`config.mk`:
```
export PLATFORM = sky130hd
export DESIGN_NAME = inst_loader
export DESIGN_NICKNAME = d
export VERILOG_FILES = /design/src/rtl/inst_loader.sv
export SDC_FILE = /design/constraint.sdc
export NUM_CORES = 1
export LEC_CHECK = 0
export BUFFER_PORTS_ARGS = -buffer_cell sky130_fd_sc_hd__buf_4
export CAP_MARGIN = 20
export CORE_ASPECT_RATIO = 1.5
export CORE_MARGIN = 2
export CORE_UTILIZATION = 54
export CTS_BUF_LIST = sky130_fd_sc_hd__clkbuf_2 sky130_fd_sc_hd__clkbuf_4 sky130_fd_sc_hd__clkbuf_8
export CTS_CLUSTER_DIAMETER = 100
export DETAILED_ROUTE_END_ITERATION = 8
export GPL_TIMING_DRIVEN = 0
export PLACE_DENSITY_LB_ADDON = 0.15
export SLEW_MARGIN = 20
export SYNTH_ARGS = -nofsm -noshare
export SYNTH_HDL_FRONTEND = slang
export SYNTH_SLANG_ARGS = --single-unit
```
`constraint.sdc`:
```
create_clock -name clk -period 4 [get_ports clk]
set_clock_uncertainty 0.1 [all_clocks]
set_input_delay 0.8 -clock clk [delete_from_list [all_inputs] [get_ports clk]]
set_output_delay 0.8 -clock clk [all_outputs]
set_load 0.02 [all_outputs]
```
`src/rtl/inst_loader.sv`:
```
// Boot loader: count byte, MSB-first words, XOR checksum -> instruction memory; holds processor in reset until a good load.
// Word write 1 cycle after its last byte; rx_ready depends only on state (never stalls mid-load).
module inst_loader #(
  parameter int INST_W = 32,
  parameter int DEPTH  = 16,
  parameter int ADDR_W = 4
) (
  input  logic              clk,
  input  logic              sys_rst,
  input  logic              start,
  input  logic              rx_valid,
  input  logic [7:0]        rx_byte,
  output logic              rx_ready,
  output logic              im_we,
  output logic [ADDR_W-1:0] im_addr,
  output logic [INST_W-1:0] im_wdata,
  output logic              proc_rst,
  output logic              load_done,
  output logic              err,
  output logic [1:0]        err_code
);

  localparam int BYTES = INST_W / 8;
  localparam int BI_W  = (BYTES > 1) ? $clog2(BYTES) : 1;

  typedef enum logic [2:0] {
    IDLE  = 3'd0,
    COUNT = 3'd1,
    DATA  = 3'd2,
    CHECK = 3'd3,
    DONE  = 3'd4,
    ERR   = 3'd5
  } state_t;

  state_t              state_q, state_d;
  logic [7:0]          cnt_q, cnt_d;
  logic [ADDR_W-1:0]   word_idx_q, word_idx_d;
  logic [BI_W-1:0]     byte_idx_q, byte_idx_d;
  logic [7:0]          xor_q, xor_d;
  logic [INST_W-1:0]   shift_q, shift_d;
  logic [1:0]          err_code_q, err_code_d;
  logic                im_we_q, im_we_d;
  logic [ADDR_W-1:0]   im_addr_q, im_addr_d;
  logic [INST_W-1:0]   im_wdata_q, im_wdata_d;
  logic                accept;
  logic [INST_W-1:0]   word_next;
  logic                last_byte;
  logic                last_word;

  always_ff @(posedge clk or posedge sys_rst) begin
    if (sys_rst) begin
      state_q    <= IDLE;
      cnt_q      <= '0;
      word_idx_q <= '0;
      byte_idx_q <= '0;
      xor_q      <= '0;
      shift_q    <= '0;
      err_code_q <= '0;
      im_we_q    <= 1'b0;
      im_addr_q  <= '0;
      im_wdata_q <= '0;
    end else begin
      state_q    <= state_d;
      cnt_q      <= cnt_d;
      word_idx_q <= word_idx_d;
      byte_idx_q <= byte_idx_d;
      xor_q      <= xor_d;
      shift_q    <= shift_d;
      err_code_q <= err_code_d;
      im_we_q    <= im_we_d;
      im_addr_q  <= im_addr_d;
      im_wdata_q <= im_wdata_d;
    end
  end

  always_comb begin
    state_d    = state_q;
    cnt_d      = cnt_q;
    word_idx_d = word_idx_q;
    byte_idx_d = byte_idx_q;
    xor_d      = xor_q;
    shift_d    = shift_q;
    err_code_d = err_code_q;
    im_we_d    = 1'b0;
    im_addr_d  = im_addr_q;
    im_wdata_d = im_wdata_q;

    rx_ready  = (state_q == COUNT) || (state_q == DATA) || (state_q == CHECK);
    accept    = rx_valid && rx_ready;
    // Bytes arrive MSB first, so old bytes shift up and fall off the top.
    word_next = (shift_q << 8) | INST_W'(rx_byte);
    last_byte = (byte_idx_q == BI_W'(BYTES - 1));
    last_word = (int'(word_idx_q) == int'(cnt_q) - 1);

    case (state_q)
      IDLE, DONE, ERR: begin
        if (start) begin
          state_d    = COUNT;
          word_idx_d = '0;
          byte_idx_d = '0;
          xor_d      = '0;
          err_code_d = 2'b00;
        end
      end
      COUNT: begin
        if (accept) begin
          cnt_d = rx_byte;
          xor_d = xor_q ^ rx_byte;
          if ((rx_byte == 8'd0) || (int'(rx_byte) > DEPTH)) begin
            state_d    = ERR;
            err_code_d = 2'b01;
          end else begin
            state_d = DATA;
          end
        end
      end
      DATA: begin
        if (accept) begin
          xor_d   = xor_q ^ rx_byte;
          shift_d = word_next;
          if (last_byte) begin
            byte_idx_d = '0;
            im_we_d    = 1'b1;
            im_addr_d  = word_idx_q;
            im_wdata_d = word_next;
            // Index stays on the final word so it never reaches DEPTH.
            if (last_word) begin
              state_d = CHECK;
            end else begin
              word_idx_d = word_idx_q + ADDR_W'(1);
            end
          end else begin
            byte_idx_d = byte_idx_q + BI_W'(1);
          end
        end
      end
      CHECK: begin
        if (accept) begin
          if (rx_byte == xor_q) begin
            state_d = DONE;
          end else begin
            state_d    = ERR;
            err_code_d = 2'b10;
          end
        end
      end
      default: state_d = IDLE;
    endcase
  end

  assign im_we     = im_we_q;
  assign im_addr   = im_addr_q;
  assign im_wdata  = im_wdata_q;
  assign proc_rst  = (state_q != DONE);
  assign load_done = (state_q == DONE);
  assign err       = (state_q == ERR);
  assign err_code  = err_code_q;

endmodule

```
==> summary.md, run 1 <==
* depth of the worst register-to-register path: 8
* area share of the leading cell type in the synthesized netlist: 0.559
* ratio of cells with drive above 1 in the final layout: 0.418
* remaining routing DRC violations: 0
* Avg Cell Area, Syn: 12.9 um^2
* unrepaired setup endpoints after global routing: no
* met1 Use GR: 0.256
* number of max-cap violations: 0
* power per unit of standard cell area: 489 mW/mm^2
* final critical-path share of the clock period: 0.575
* data arrival time of the critical path: 1400 ps
* cell taking the most area after synthesis: dfrtp_1
* instance count of the mapped netlist: 305
* GR Layer Usage met2: 0.320
* least setup slack across all paths after layout: 1700 ps
* Synth Cell Area: 0.00394 mm^2
* relative slew slack: 0.546
* kind of launch point of the worst setup path: flop
* post-CTS resize count: 0
* clock transition at the registers of the reported paths: 80 ps
* number of design-rule violations left by the first detailed-router iteration: 132
* final hold vios: 0
* class of the tightest hold or removal check: input pin to asynchronous set/reset pin
* clock latency on the worst-skew pair: 350 ps
* number of H-tree levels: 3
* total nets after synthesis: 320
* Critical Path End Type: output pin
* area of the core: 0.00713 mm^2
* endpoint required time on the critical path: 3100 ps
* hold buffer count at cts: 0
* Async SR Flop Fraction: 1.00
* largest net degree at the start of global routing: 61
* worst-path fanout max: 10
* Setup Total Neg Slack: 0 ps
* number of rows in the core area: 38
* Congestion Overflow GR: 0
* starting utilization of the core area: 0.552
* number of storage elements in the synthesis netlist: 88
* die width: 73.7 um
* result of the run: finished, final reports clean
* total number of vias: 2528
* number of placed I/O pins: 55
* global-route wire length before repair: 11900 um
* TritonCTS clock tree: yes
* most utilized layer in the global route result: met2
* Post-layout nets: 385
* count of flip-flops with a built-in enable after synthesis: 0
* peak supply drop: 0.434 mV
* average wire per cell in the routed design: 16.1 um
* FF-to-FF End: state_q[0]
* fill cell instance count of the final layout: 558
* leakage dissipation: 0.00241 uW
* measured slew at the worst slew-check pin: 680 ps
* Min Clock Period, post-route: 2300 ps
* vertical extent of the die: 109 um
* number of diodes added for antenna fixing: 0
* Post-Place Worst Slack: 1510 ps
* worst reg-to-reg setup slack: 1720 ps
* total routing usage reported by global routing: 0.199
* yosys synthesis warning count: 0
* total non-filler cell area in the finished layout: 0.00465 mm^2
* Detailed Place HPWL: 5170 um
* top achievable clock speed: 0.435 GHz
* layout overhead on the synthesized area: 18.0%
* number of buffers between clock root and the deepest sink: 2
* setup bufs post-CTS: 0
* number of distinct library cell variants in the gate-level netlist after synthesis: 53
* floorplan die area: 0.00801 mm^2
* dpl cell area: 0.00447 mm^2
* Setup Viol. Count Final: 0
* number of buffers inserted during clock tree synthesis: 9
* Crit Reg-Reg Startpoint: cnt_q[0]
* sinks on the clock net: 88
* leading post-synthesis cells by cell area: dfrtp_1 (56%), mux2_2 (18%), nand2_1 (2.1%)
* number of vias per cell after detailed routing: 5.61
* number of antenna violations at the first check in global routing: 0
* Initial DRT Pass Iterations: 4
* sequential-to-total area share from yosys stat: 0.559
* global routing usage on met3: 0.0471
* final weighted congestion in routability-driven placement: 0.785
* dominant register cell in the synthesized netlist: dfrtp_1
* number of routed nets with antenna violations: 0
* Util after Layout: 0.652
* number of global-route vias before repair: 2448
* routed wire length: 7260 um
* buffers added on ports: 53
* crit path kind: flop to output pin
* total count of max-transition violations in the final report: 0
* CTS root buf: clkbuf_8
-- power by group --
group / internal [uW] / switching (uW) / leakage, uW / total, uW
clock: 309 / 287 / 0.0000932 / 596
sequential: 1000 / 101 / 0.00120 / 1100
combinational: 271 / 303 / 0.00113 / 574
-- cells in the final DEF, fill, tap and decap left out, types with 3 or more instances in the layout --
cell	count
xnor2_1	4
mux2i_1	7
nand4_1	3
nand3_1	4
clkbuf_1	4
nor2b_1	8
a22o_1	4
nor2_1	11
a21oi_1	6
o21ai_0	11
nand2_1	22
buf_6	3
xor2_1	7
dfrtp_1	88
buf_4	54
mux2_2	64
clkbuf_8	11
buf_2	5
nand2b_1	3
inv_1	6
ha_1	3
-- routing by layer --
layer	part of all wire	vias up
met3	0.036	11
met2	0.50	48
met1	0.45	1257
li1	-	1212
met5	0	-
met4	0.019	0
-- worst max path at each step --
stage                           from       endpoint  slack, ps  depth (start not counted)
final                     state_q[2]            err       1700                          4
after global routing      state_q[2]            err       1510                          4
after CTS                 state_q[2]      load_done       1680                          4
after detailed placement  rx_byte[0]     state_q[0]       1510                          7
after global placement       sys_rst    im_wdata[2]       -190                          2
after floorplan              sys_rst  byte_idx_q[0]        820                          1
-- layout make-up --
class                   instances  area [um^2]  share of cell area
plain buffers                  14          101              0.0218
multi-input cells             196         1610               0.346
clock buffers                  11          151              0.0326
flip-flops and latches         88         2200               0.474
well taps                      80          100              0.0215
inverters                       7         28.8             0.00619
clock inverters                 1         30.0             0.00646
repair buffers                 54          425              0.0915
-- sequential cells by signal, indices dropped and copies added, names as in the netlist --
name / count
im_addr: 4
byte_idx_q: 2
im_we: 1
state_q: 3
shift_q: 24
xor_q: 8
cnt_q: 8
word_idx_q: 4
err_code: 2
im_wdata: 32
-- synthesized netlist by cell type (all sizes together) (2+ instances only) --
| library cell | instances |
|---|---|
| a21oi | 6 |
| a22o | 4 |
| a31o | 2 |
| a31oi | 2 |
| and2 | 2 |
| and3 | 2 |
| buf | 10 |
| clkbuf | 4 |
| dfrtp | 88 |
| ha | 3 |
| inv | 7 |
| mux2 | 66 |
| mux2i | 7 |
| nand2 | 23 |
| nand2b | 4 |
| nand3 | 4 |
| nand4 | 4 |
| nor2 | 13 |
| nor2b | 8 |
| nor3 | 2 |
| nor4 | 3 |
| o21ai | 11 |
| o31ai | 2 |
| xnor2 | 5 |
| xor2 | 7 |
-- worst max-delay path: stages, from the launching register on --
cell	delay, ps
dfrtp_1	380
clkbuf_1	340
inv_1	70
nor2_1	110
buf_4	140
-- cells by family after synthesis --
family	count (synthesis)	synth area share
xor+xnor	12	0.0286
buf+inv	21	0.0324
mux	73	0.206
simple gates	72	0.100
flops	88	0.559
compound gates	36	0.0642
fa+ha+maj	3	0.00953
-- through the flow --
stage | power, uW | hold WS, ps | cells
after floorplan | 1540 | 354 | 305
after global placement | 1680 | 365 | 438
after detailed placement | 1700 | 373 | 439
after CTS | 2300 | 337 | 451
after global routing | 2400 | 364 | 451
final | 2270 | 341 | 451
(Power assumes the default switching activity.)
==> run 2, diff against run 1 <==
clock period = 2.3 ns   (was 4 ns; I/O delays follow)
==> run 2 against run 1 <==
Global-route usage grew 0.75 points. Cell area grew 1.7%. Utilization grew 1.1 points. Critical endpoint is now state_q[0]. Largest cell class unchanged. Largest power group unchanged.
==> summary.md, run 2 (same netlist as run 1, synthesis figures left out) <==
* number of buffers inserted during clock tree synthesis: 9, unchanged
* Critical Path Slowest Stage Cell: dfrtp_2, was dfrtp_1
* number of max-cap violations: 0, unchanged
* ratio of cells with drive above 1 in the final layout: 0.429, was 0.418
* routed wire length: 7510 um, was 7260 um
* number of design-rule violations left by the first detailed-router iteration: 100, was 132
* kind of launch point of the worst setup path: flop, unchanged
* Min Clock Period, post-route: 2160 ps
* result of the run: finished, final reports clean, unchanged
* peak per-stage delay on the critical path: 410 ps, was 380 ps
* cell type group with the largest total delay on the critical path: compound AO/OA/AOI/OAI gates, was buffers and inverters
* layout overhead on the synthesized area: 20.0%, was 18.0%
* starting utilization of the core area: 0.552, unchanged
* remaining routing DRC violations: 0, unchanged
* source of the critical timing path: cnt_q[0], was state_q[2]
* Critical Path End Type: flop, was output pin
* relative slew slack: 0.572, was 0.546
* top library cells by usage in the layout, fill and taps aside: dfrtp_1 (87), mux2_2 (64), buf_4 (54), was dfrtp_1 (88), mux2_2 (64), buf_4 (54)
* top achievable clock speed: 0.463 GHz
* class of the tightest hold or removal check: input pin to flop, was input pin to asynchronous set/reset pin
* final critical-path share of the clock period: 0.938
* buffers added on ports: 53, unchanged
* peak supply drop: 0.566 mV, was 0.434 mV
* Crit Reg-Reg Startpoint: cnt_q[0], unchanged
* fill cell instance count of the final layout: 556, was 558
* Post-layout nets: 388, was 385
* endpoint required time on the critical path: 2450 ps, was 3100 ps
* total number of vias: 2551, was 2528
* worst-path fanout max: 8, was 10
* total buffers and inverters traversed by the critical path: 1, was 3
* Setup Total Neg Slack: 0 ps, unchanged
* setup bufs post-CTS: 0, unchanged
* number of diodes added for antenna fixing: 0, unchanged
* Detailed Place HPWL: 5440 um, was 5170 um
* die width: 73.7 um, unchanged
* area of the core: 0.00713 mm^2, unchanged
* data arrival time of the critical path: 2310 ps, was 1400 ps
* average wire per cell in the routed design: 16.5 um, was 16.1 um
* largest net degree at the start of global routing: 35, was 61
* number of vias per cell after detailed routing: 5.61, about the same
* crit path kind: flop to flop, was flop to output pin
* unrepaired setup endpoints after global routing: no, unchanged
* Congestion Overflow GR: 0, unchanged
* Util after Layout: 0.663, was 0.652
* measured slew at the worst slew-check pin: 642 ps, was 680 ps
* number of antenna violations at the first check in global routing: 0, unchanged
* number of routed nets with antenna violations: 0, unchanged
* total routing usage reported by global routing: 0.206, was 0.199
* leakage dissipation: 0.00243 uW, was 0.00241 uW
* floorplan die area: 0.00801 mm^2, unchanged
* number of global-route vias before repair: 2496, was 2448
* max reg flops: 32, unchanged
* global-route wire length before repair: 12400 um, was 11900 um
* TritonCTS clock tree: yes, unchanged
* Setup Viol. Count Final: 0, unchanged
* CTS root buf: clkbuf_8, unchanged
* leading cell type in the layout, fill and taps excluded: dfrtp_1, unchanged
* number of rows in the core area: 38, unchanged
* power per unit of standard cell area: 845 mW/mm^2, was 489 mW/mm^2
* Initial DRT Pass Iterations: 8, was 4
* crit path cell chain: inv_1 > ha_2 > o21bai_1 > a211o_1 > nand3_1 > nand4_4 > o21a_1 > o41ai_2, was clkbuf_1 > inv_1 > nor2_1 > buf_4
* total count of max-transition violations in the final report: 0, unchanged
* vertical extent of the die: 109 um, unchanged
* clock latency on the worst-skew pair: 350 ps, about the same
* Worst Hold Launch: start
* number of H-tree levels: 3, unchanged
* clock transition at the registers of the reported paths: 80 ps, about the same
* number of placed I/O pins: 55, unchanged
* number of buffers between clock root and the deepest sink: 2, unchanged
* sinks on the clock net: 88, unchanged
* final weighted congestion in routability-driven placement: 0.785, about the same
* final hold vios: 0, unchanged
[run 2: through the flow]
stage               instances  hold WS, ps  setup WS (ps)  instance area (um^2)  power (uW)
global placement          438          365           69.5                  4440        2920
global route              455          209           14.9                  4730        4230
detailed placement        441          364           43.1                  4520        2970
floorplan                 305          354            270                  3940        2680
CTS                       455          206           4.83                  4710        3990
finish                    455          225            142                  4730        4000
[run 2: repair_timing]
action,CTS,global route
resized for setup,0,4
setup endpoints to repair,0,3
hold endpoints to repair,12,0
hold buffers,1,0
[run 2: report_power, final]
part           internal [uW]  leakage (uW)  switching [uW]  total (uW)
clock                    516     0.0000945             515        1030
combinational            491       0.00114             555        1050
sequential              1740       0.00120             175        1920
[run 2: area by class of cell]
class	instances	area, um^2	area share
Buffer	14	101	0.0214
Clock buffer	10	138	0.0291
Clock inverter	3	43.8	0.00926
Inverter	7	30.0	0.00635
Multi-Input combinational cell	196	1630	0.345
Sequential cell	88	2200	0.466
Tap cell	80	100	0.0212
Timing Repair Buffer	57	483	0.102
[run 2: worst paths after layout]
| path | endpoint | slack [ps] | cells past startpoint |
|---|---|---|---|
| setup reg to reg | state_q[0] | 140 | 8 |
| hold reg to reg | im_wdata[31] | 390 | 1 |
| setup / recovery | state_q[0] | 140 | 8 |
| min in group asynchronous | im_wdata[31] | 530 | 3 |
| hold / removal | state_q[2] | 220 | 2 |
| max in group asynchronous | shift_q[3] | 730 | 6 |
[run 2: per-layer routing]
| metal | share of wire | track usage | up-vias |
|---|---|---|---|
| li1 | - | - | 1206 |
| met1 | 0.42 | 0.263 | 1282 |
| met2 | 0.53 | 0.342 | 55 |
| met3 | 0.034 | 0.0370 | 8 |
| met4 | 0.015 | 0.0857 | 0 |
| met5 | 0 | 0 | - |
==> run 3, diff against run 2 <==
ABC_AREA = 1   (was unset)
==> run 3 against run 2 <==
Critical path depth rose by 5. Synthesized cell count up 49%. Global-route usage increased by 2.6 points. Via count rose by 25%. Area after synthesis unchanged. Clock power up 21%. Final cell count rose by 33%. Flip-flop and latch count did not move. Critical endpoint unchanged. Largest power group unchanged. Highest routed layer unchanged.
==> summary.md, run 3 <==
* result of the run: finished, final reports clean, unchanged
* buffers added on ports: 54, was 53
* crit path kind: flop to flop, unchanged
* Setup Viol. Count Final: 0, unchanged
* count of flip-flops with a built-in enable after synthesis: 0, unchanged
* Setup Total Neg Slack: 0 ps, unchanged
* worst-path fanout max: 6, was 8
* number of vias per cell after detailed routing: 5.25, was 5.61
* sequential-to-total area share from yosys stat: 0.559, unchanged
* total routing usage reported by global routing: 0.232, was 0.206
* Crit path top cell by count: nand2_1
* endpoint required time on the critical path: 2450 ps, about the same
* class of the tightest hold or removal check: input pin to asynchronous set/reset pin, was input pin to flop
* number of antenna violations at the first check in global routing: 0, unchanged
* largest net degree at the start of global routing: 36, was 35
* average wire per cell in the routed design: 13.8 um, was 16.5 um
* measured slew at the worst slew-check pin: 754 ps, was 642 ps
* peak supply drop: 0.771 mV, was 0.566 mV
* GR Layer Usage met2: 0.402, was 0.342
* number of storage elements in the synthesis netlist: 88, unchanged
* clock latency on the worst-skew pair: 360 ps, was 350 ps
* TritonCTS clock tree: yes, unchanged
* leakage dissipation: 0.00244 uW, was 0.00243 uW
* number of rows in the core area: 38, unchanged
* final weighted congestion in routability-driven placement: 0.834, was 0.785
* number of placed I/O pins: 55, unchanged
* leading post-synthesis cells by cell area: dfrtp_1 (56%), nand2_1 (13%), o21ai_0 (6.9%), was dfrtp_1 (56%), mux2_2 (18%), nand2_1 (2.1%)
* unrepaired setup endpoints after global routing: no, unchanged
* Critical Path End Type: flop, unchanged
* routed wire length: 8390 um, was 7510 um
* leading cell type by number of instances after synthesis: nand2_1, was dfrtp_1
* top achievable clock speed: 0.500 GHz, was 0.463 GHz
* post-CTS resize count: 0, unchanged
* peak per-stage delay on the critical path: 420 ps, was 410 ps
* area share of the leading cell type in the synthesized netlist: 0.559, unchanged
* global routing usage on met3: 0.0481, was 0.0370
* number of distinct library cell variants in the gate-level netlist after synthesis: 29, was 53
* max reg flops: 32, unchanged
* crit path cell chain: inv_1 > ha_1 > inv_1 > nand2_1 > nand2_1 > nand2_1 > nand3_1 > nor2_1 > nand3_1 > nand2_1 > nand2_1 > nand2_1 > nand2_1, was inv_1 > ha_2 > o21bai_1 > a211o_1 > nand3_1 > nand4_4 > o21a_1 > o41ai_2
* CTS root buf: clkbuf_8, unchanged
* Async SR Flop Fraction: 1.00, unchanged
* data arrival time of the critical path: 2160 ps, was 2310 ps
* number of max-cap violations: 0, unchanged
* power per unit of standard cell area: 1160 mW/mm^2, was 845 mW/mm^2
* Initial DRT Pass Iterations: 4, was 8
* dominant register cell in the synthesized netlist: dfrtp_1, unchanged
* leading cell type in the layout, fill and taps excluded: nand2_1, was dfrtp_1
* Detailed Place HPWL: 6190 um, was 5440 um
* instance count of the mapped netlist: 454, was 305
* remaining routing DRC violations: 0, unchanged
* kind of launch point of the worst setup path: flop, unchanged
* final hold vios: 0, unchanged
* met1 Use GR: 0.289, was 0.263
* global-route wire length before repair: 14200 um, was 12400 um
* vertical extent of the die: 109 um, unchanged
* yosys synthesis warning count: 0, unchanged
* top library cells by usage in the layout, fill and taps aside: nand2_1 (137), dfrtp_1 (88), o21ai_0 (54), buf_4 (54), inv_1 (50), was dfrtp_1 (87), mux2_2 (64), buf_4 (54)
* Post-Place Worst Slack: 313 ps, was 43.1 ps
* area taken by multi-input logic gates: 0.00146 mm^2, was 0.00163 mm^2
* number of buffers inserted during clock tree synthesis: 9, unchanged
* sinks on the clock net: 88, unchanged
* register area: 0.00220 mm^2, about the same
* Synth Cell Area: 0.00394 mm^2, unchanged
* leading post-synthesis cells by instance count: nand2_1 (137), dfrtp_1 (88), o21ai_0 (54), inv_1 (51), was dfrtp_1 (88), mux2_2 (64), nand2_1 (22), nor2_1 (11), o21ai_0 (11)
* ratio of cells with drive above 1 in the final layout: 0.186, was 0.429
* number of global-route vias before repair: 3068, was 2496
* number of buffers between clock root and the deepest sink: 2, unchanged
* Avg Cell Area, Syn: 8.68 um^2, was 12.9 um^2
* clock transition at the registers of the reported paths: 90 ps, was 80 ps
* area of the core: 0.00713 mm^2, unchanged
* layout overhead on the synthesized area: 20.0%, unchanged
* die width: 73.7 um, unchanged
* total count of max-transition violations in the final report: 0, unchanged
* total number of vias: 3181, was 2551
* number of design-rule violations left by the first detailed-router iteration: 166, was 100
* Congestion Overflow GR: 0, unchanged
* Post-layout nets: 536, was 388
* Critical Path Slowest Stage Cell: dfrtp_1, was dfrtp_2
* least setup slack across all paths after layout: 300 ps, was 142 ps
* cell taking the most area after synthesis: dfrtp_1, unchanged
* total nets after synthesis: 469, was 320
* starting utilization of the core area: 0.552, unchanged
* setup bufs post-CTS: 0, unchanged
* fill cell instance count of the final layout: 603, was 556
* floorplan die area: 0.00801 mm^2, unchanged
* most utilized layer in the global route result: met2, unchanged
* number of routed nets with antenna violations: 0, unchanged
* hold buffer count at cts: 0, was 1
* Util after Layout: 0.663, unchanged
* number of diodes added for antenna fixing: 0, unchanged
* final critical-path share of the clock period: 0.870, was 0.938
* Min Clock Period, post-route: 2000 ps, was 2160 ps
* relative slew slack: 0.495, was 0.572
* number of H-tree levels: 3, unchanged
run 3: cell families (layout without fill, tap and decap cells):
| kind of cell | count (synthesis) | in the layout | share of synthesized area |
|---|---|---|---|
| and+or+nand+nor | 202 | 202 | 0.228 |
| DFF | 88 | 88 | 0.559 |
| AOI/OAI and AO/OA | 84 | 84 | 0.113 |
| buffers and inverters | 68 | 140 | 0.0711 |
| xor gates and xnor gates | 9 | 9 | 0.0200 |
| adders and majority gates | 3 | 3 | 0.00953 |
run 3: layer usage:
metal  share of wire  routed length, um
met2            0.52               4340
met1            0.43               3570
met4           0.015                130
met3           0.042                350
met5               0                  0
run 3: power by group:
group	switching (uW)	internal, uW	leakage [uW]
sequential	286	1990	0.00110
clock	543	703	0.000123
combinational	1270	702	0.00122
run 3: cell type report:
class,instances,share of cell area
buffer,13,0.0151
clock buffer,12,0.0349
clock inverter,4,0.0156
inverter,55,0.0450
multi-input combinational,298,0.308
sequential,88,0.466
tap,80,0.0212
timing repair buffer,56,0.0942
run 3: final timing paths:
check                                   from            to  slack (ps)  depth (start not counted)
worst max-delay path                cnt_q[0]    state_q[0]         300                         13
worst min-delay path                 sys_rst  im_wdata[17]          80                          2
worst max register to register      cnt_q[0]    state_q[0]         300                         13
worst min register to register  im_wdata[30]  im_wdata[30]         380                          2
max in group asynchronous            sys_rst      cnt_q[3]        1430                          3
min in group clk                  rx_byte[1]    shift_q[1]         230                          3
run 3: worst max-delay path, delay by kind of cell (launching register included):
| family | cells | cell delay (ps) |
|---|---|---|
| adder cells (fa/ha/maj) | 1 | 270 |
| buffers and inverters | 2 | 210 |
| flip-flops | 1 | 420 |
| AND/OR/NAND/NOR | 10 | 890 |
run 3: per-stage QoR:
stage                     instances  instance area, um^2  hold WS (ps)  total power, uW
after detailed placement        590                 4490           365             4270
final                           606                 4730          84.9             5500
after global routing            606                 4730           125             5940
after global placement          588                 4450           358             4190
after floorplan                 454                 3940           349             3670
after CTS                       606                 4730           100             5530
